### src/rtl/conv_agu_sched.sv
`default_nettype none
// ============================================================================
// Module  : conv_agu_sched
// Brief   : Tile scheduler - queues conv tile descriptors, broadcasts each one
//           to the AGU groups and collects their done flags.
// Rev     : 1.0  initial release
// ============================================================================
module conv_agu_sched #(
    parameter int GRP_NUM    = 4,
    parameter int FIFO_DEPTH = 4,
    parameter int CNT_W      = 16
) (
    input  logic               clk,
    input  logic               rst_n,
    input  logic               desc_valid,
    output logic               desc_ready,
    input  logic [39:0]        desc_data,
    input  logic               abort,
    output logic               agu_start,
    input  logic [GRP_NUM-1:0] agu_done,
    output logic [1:0]         conf_mode,
    output logic [7:0]         conf_idx_cnt,
    output logic [7:0]         conf_trip_cnt,
    output logic               conf_is_new,
    output logic               conf_pad_u,
    output logic               conf_pad_l,
    output logic [5:0]         conf_lim_r,
    output logic [5:0]         conf_lim_d,
    output logic [5:0]         conf_row_cnt,
    output logic               busy,
    output logic               tile_done,
    output logic               layer_done,
    output logic [CNT_W-1:0]   tile_cnt
);
    localparam int          AW     = $clog2(FIFO_DEPTH);
    localparam logic [AW:0] C_FULL = (AW+1)'(FIFO_DEPTH);

    localparam logic [1:0] S_IDLE  = 2'd0;
    localparam logic [1:0] S_START = 2'd1;
    localparam logic [1:0] S_WAIT  = 2'd2;
    localparam logic [1:0] S_FIN   = 2'd3;

    logic [39:0]        r_mem [FIFO_DEPTH];
    logic [AW-1:0]      r_wr_ptr;
    logic [AW-1:0]      r_rd_ptr;
    logic [AW:0]        r_count;
    logic [1:0]         r_state;
    logic [GRP_NUM-1:0] r_mask;
    logic               r_last;

    logic               w_push;
    logic               w_pop;
    logic               w_empty;
    logic               w_all_done;
    logic               w_fin;
    logic [1:0]         w_state_nxt;
    logic [AW:0]        w_count_nxt;

    always_comb begin
        w_empty     = (r_count == '0);
        w_push      = desc_valid && desc_ready && !abort;
        w_all_done  = &(r_mask | agu_done);
        w_pop       = 1'b0;
        w_state_nxt = r_state;
        case (r_state)
            S_IDLE: begin
                if (!w_empty) begin
                    w_pop       = 1'b1;
                    w_state_nxt = S_START;
                end
            end
            S_START: w_state_nxt = S_WAIT;
            S_WAIT: begin
                if (w_all_done) begin
                    w_state_nxt = S_FIN;
                end
            end
            S_FIN: begin
                if (!w_empty) begin
                    w_pop       = 1'b1;
                    w_state_nxt = S_START;
                end else begin
                    w_state_nxt = S_IDLE;
                end
            end
            default: w_state_nxt = S_IDLE;
        endcase
        if (abort) begin
            w_pop       = 1'b0;
            w_state_nxt = S_IDLE;
        end
        w_fin       = (r_state == S_WAIT) && (w_state_nxt == S_FIN);
        w_count_nxt = r_count;
        if (abort) begin
            w_count_nxt = '0;
        end else if (w_push && !w_pop) begin
            w_count_nxt = r_count + (AW+1)'(1);
        end else if (w_pop && !w_push) begin
            w_count_nxt = r_count - (AW+1)'(1);
        end
    end

    // Storage needs no reset: only entries between the pointers are ever read.
    always_ff @(posedge clk) begin
        if (w_push) begin
            r_mem[r_wr_ptr] <= desc_data;
        end
    end

    always_ff @(posedge clk or negedge rst_n) begin
        if (!rst_n) begin
            r_state    <= S_IDLE;
            r_wr_ptr   <= '0;
            r_rd_ptr   <= '0;
            r_count    <= '0;
            r_mask     <= '0;
            r_last     <= 1'b0;
            desc_ready <= 1'b1;
            busy       <= 1'b0;
            agu_start  <= 1'b0;
            tile_done  <= 1'b0;
            layer_done <= 1'b0;
            tile_cnt   <= '0;
            {conf_mode, conf_idx_cnt, conf_trip_cnt, conf_is_new, conf_pad_u,
             conf_pad_l, conf_lim_r, conf_lim_d, conf_row_cnt} <= '0;
        end else begin
            r_state    <= w_state_nxt;
            r_count    <= w_count_nxt;
            desc_ready <= (w_count_nxt != C_FULL);
            busy       <= (w_state_nxt != S_IDLE) || (w_count_nxt != '0);
            agu_start  <= (w_state_nxt == S_START);
            tile_done  <= w_fin;
            layer_done <= w_fin && r_last;

            if (abort) begin
                r_wr_ptr <= '0;
                r_rd_ptr <= '0;
            end else begin
                if (w_push) begin
                    r_wr_ptr <= r_wr_ptr + AW'(1);
                end
                if (w_pop) begin
                    r_rd_ptr <= r_rd_ptr + AW'(1);
                end
            end

            // Done is sampled as a level, so stale done from the previous tile
            // is discarded by clearing in START before accumulation begins.
            if (abort || (r_state == S_START)) begin
                r_mask <= '0;
            end else if (r_state == S_WAIT) begin
                r_mask <= r_mask | agu_done;
            end

            if (abort) begin
                tile_cnt <= '0;
            end else if (w_fin) begin
                if (r_last) begin
                    tile_cnt <= '0;
                end else if (tile_cnt != '1) begin
                    tile_cnt <= tile_cnt + CNT_W'(1);
                end
            end

            if (w_pop) begin
                {r_last, conf_mode, conf_idx_cnt, conf_trip_cnt, conf_is_new, conf_pad_u,
                 conf_pad_l, conf_lim_r, conf_lim_d, conf_row_cnt} <= r_mem[r_rd_ptr];
            end
        end
    end
endmodule
`default_nettype wire

### config.mk
export PLATFORM = sky130hd
export DESIGN_NAME = conv_agu_sched
export DESIGN_NICKNAME = d
export VERILOG_FILES = /design/src/rtl/conv_agu_sched.sv
export SDC_FILE = /design/constraint.sdc
export NUM_CORES = 1
export LEC_CHECK = 0
export ABC_AREA = 1
export BUFFER_PORTS_ARGS = -buffer_cell sky130_fd_sc_hd__buf_2
export CAP_MARGIN = 20
export CORE_ASPECT_RATIO = 1.5
export CORE_MARGIN = 2
export CORE_UTILIZATION = 45
export CTS_CLUSTER_SIZE = 12
export DETAILED_ROUTE_END_ITERATION = 16
export GPL_TIMING_DRIVEN = 0
export PLACE_DENSITY_LB_ADDON = 0.2
export SYNTH_ARGS = -nofsm -noshare
export SYNTH_HDL_FRONTEND = slang
export SYNTH_SLANG_ARGS = --single-unit
### constraint.sdc
create_clock -name clk -period 4.8 [get_ports clk]
set_input_delay 1.2 -clock clk [delete_from_list [all_inputs] [get_ports clk]]
set_output_delay 1.2 -clock clk [all_outputs]
set_load 0.01 [all_outputs]
==> reports/results.txt <==
status - complete, no violations
worst slew pin tran - 0.940 ns
dpl cells - 1206
worst-case clock buffer depth - 3
vias in the first global route - 6641
reg2reg path depth - 5
Worst Hold Endpoint - conf_trip_cnt[1]
drt pass-1 iters - 5
VDD IR max - 0.000257 V
grt ovf - 0
Tcrit/Tclk final - 0.565
Gate power share - 0.284
sequential area share after synthesis - 0.707
CP Capture Type - flop
Min-Delay Startpoint - conf_trip_cnt[1]
CTS sink count - 234
FF-to-FF End - r_mem[2][34]
CTS Root Cell - clkbuf_16
Yosys cell types - 34
Wirelength per Cell - 17.2 um
die width - 122 um
Worst EP required - 5.01 ns
worst slack, placed - 1.53 ns
pin count of the biggest net entering global routing - 60
EDFF count, synth - 160
Post-CTS Setup Bufs - 0
yosys warns - 0
Yosys reg bits - 234
DRC Markers - 0
fillers - 1841
RR Startpoint - desc_ready
Crit Path Max Fanout - 26
Leak Pwr - 4.65 nW
initial antenna violation count - 3
Syn-to-layout area delta - 18.5%
Int Pwr - 4.02 mW
asr flop ratio synth - 0.316
max-cap viol count - 0
Avg Inst Size Synth - 11.3 um2
maximum operating frequency - 0.368 GHz
crit path launch - abort
Post-Syn Nets - 891
Tightest Hold Check Type - reg -> reg
clock transition at the registers of the reported paths - 0.06 ns
Post-Route Skew - 0.00986 ns
commonest non-fill, non-tap cell in the layout - nand2_1
# H-tree levels - 1
pwr/cell area - 541 mW/mm2
net switching power - 2.02 mW
first-pass GRT wire length - 34.5 mm
NumNets Final - 1028
core area - 0.0205 mm2
unrepaired setup endpoints after global routing - false
worst setup margin - 2.09 ns
die area - 0.0221 mm2
Total Wirelength - 21.5 mm
io pins - 108
clock power share - 0.287
Port Buffer Count - 106
Routability Congestion - 0.809
Post-Synthesis Cell Area - 0.00942 mm2
R2R Setup Slk - 2.38 ns
highest-count cells in the layout ignoring fill and taps - 188 x nand2_1, 160 x edfxtp_1, 117 x nor2_1
ys flop type - edfxtp_1
Switching Fraction - 0.335
Non-Filler Instances - 1251
final setup violating endpoints - 0
number of cell rows - 64
final hold slack - 0.473 ns
Starting Density - 0.460
number of cells on the worst hold path - 2
layout cells sized above 1 - 0.177
TritonCTS clock tree - yes
Max Slew Vio Count - 0
Post-Syn Instances - 831
DPL Wire Length - 13.7 mm
# resized after CTS - 0
Total GRT Usage - 0.199
WP data arrival - 2.93 ns
share of power burned in registers - 0.428
CTS Buf Count - 24
Fin. Hold Viols - 0
hold_buf cts - 0
clk_lat worst skew - 0.51 ns
Die Y - 181 um
post-layout util - 0.545
startpoint types - primary input
starting DRC count in detailed routing - 365
Slew headroom - 0.372
WS Path Type - in -> reg
Tmin final - 2.71 ns
vias - 6553
drt via density - 5.24
ANT nets after route - 0
## power by group through the flow
stage / Sequential (mW) / Clock (mW) / Combinational (mW)
2_1_floorplan: 2.70 / 0 / 0.985
3_3_place_gp: 2.63 / 0 / 1.69
3_5_place_dp: 2.63 / 0 / 1.74
4_1_cts: 2.59 / 1.78 / 1.75
5_1_grt: 2.62 / 1.84 / 1.95
6_report: 2.59 / 1.73 / 1.72
## worst max-delay path: stages
cell    delay, ns
buf_4        0.16
nor3_2       0.30
inv_1        0.24
nor2_4       0.77
buf_16       0.24
## synthesized netlist by cell type, drive strengths merged, types with 4 or more instances
cell type,number,area share
ha,12,0.016
a21oi,8,0.0043
clkbuf,29,0.012
inv,40,0.016
nor3,7,0.0043
buf,9,0.0058
dfrtp,73,0.19
xor2,4,0.0037
o22ai,40,0.027
nand2,193,0.080
nor2,127,0.054
o21ai,95,0.050
edfxtp,160,0.51
nand3,26,0.016
## sequential cells by signal (all words and copies together) (netlist names), 2 cells and up
signal,cells
conf_trip_cnt,8
conf_idx_cnt,8
conf_lim_d,6
conf_row_cnt,6
r_state,2
r_mem,160
r_mask,4
tile_cnt,16
r_wr_ptr,2
r_rd_ptr,2
r_count,3
conf_lim_r,6
conf_mode,2
## area by class of cell
class	count	area, um2	share of cell area
Antenna cell	1	2.50	0.000224
Buffer	38	164	0.0147
Clock buffer	41	716	0.0641
Clock inverter	3	17.5	0.00157
Inverter	40	150	0.0134
Multi-Input combinational cell	519	2480	0.222
Sequential cell	234	6660	0.596
Tap cell	264	330	0.0296
Timing Repair Buffer	111	648	0.0581
## through the flow
stage | TNS [ns] | instance area, um2 | total power [mW]
after floorplan | 0 | 9420 | 3.69
after global routing | 0 | 11200 | 6.42
final | 0 | 11200 | 6.04
after CTS | 0 | 11200 | 6.11
after global placement | -79.45 | 10300 | 4.32
after detailed placement | 0 | 10400 | 4.36
## cells by family after synthesis
| group | after synthesis | synth area share |
|---|---|---|
| XOR/XNOR | 5 | 0.00465 |
| adder cells (fa/ha/maj) | 12 | 0.0159 |
| AO/OA/AOI/OAI | 145 | 0.0827 |
| AND/OR/NAND/NOR | 357 | 0.157 |
| flip-flops | 234 | 0.707 |
| buffers and inverters | 78 | 0.0333 |
## layer usage
metal	global-route usage	up-vias	wire length, um
met4	0.0745	0	591
met3	0.0341	43	1190
met5	0	-	0
li1	-	3131	-
met1	0.233	3188	8500
met2	0.360	191	11200
## how the worst max path moves through the flow
stage | endpoint | slack (ns) | depth (start not counted)
4_1_cts | r_mem[2][34] | 2.06 | 5
3_5_place_dp | r_mem[2][36] | 1.53 | 5
5_1_grt | r_mem[2][32] | 1.94 | 5
2_1_floorplan | r_mem[0][0] | 0.96 | 4
6_report | r_mem[2][34] | 2.09 | 5
3_3_place_gp | r_mem[3][35] | -0.56 | 4
(Power assumes the default switching activity.)
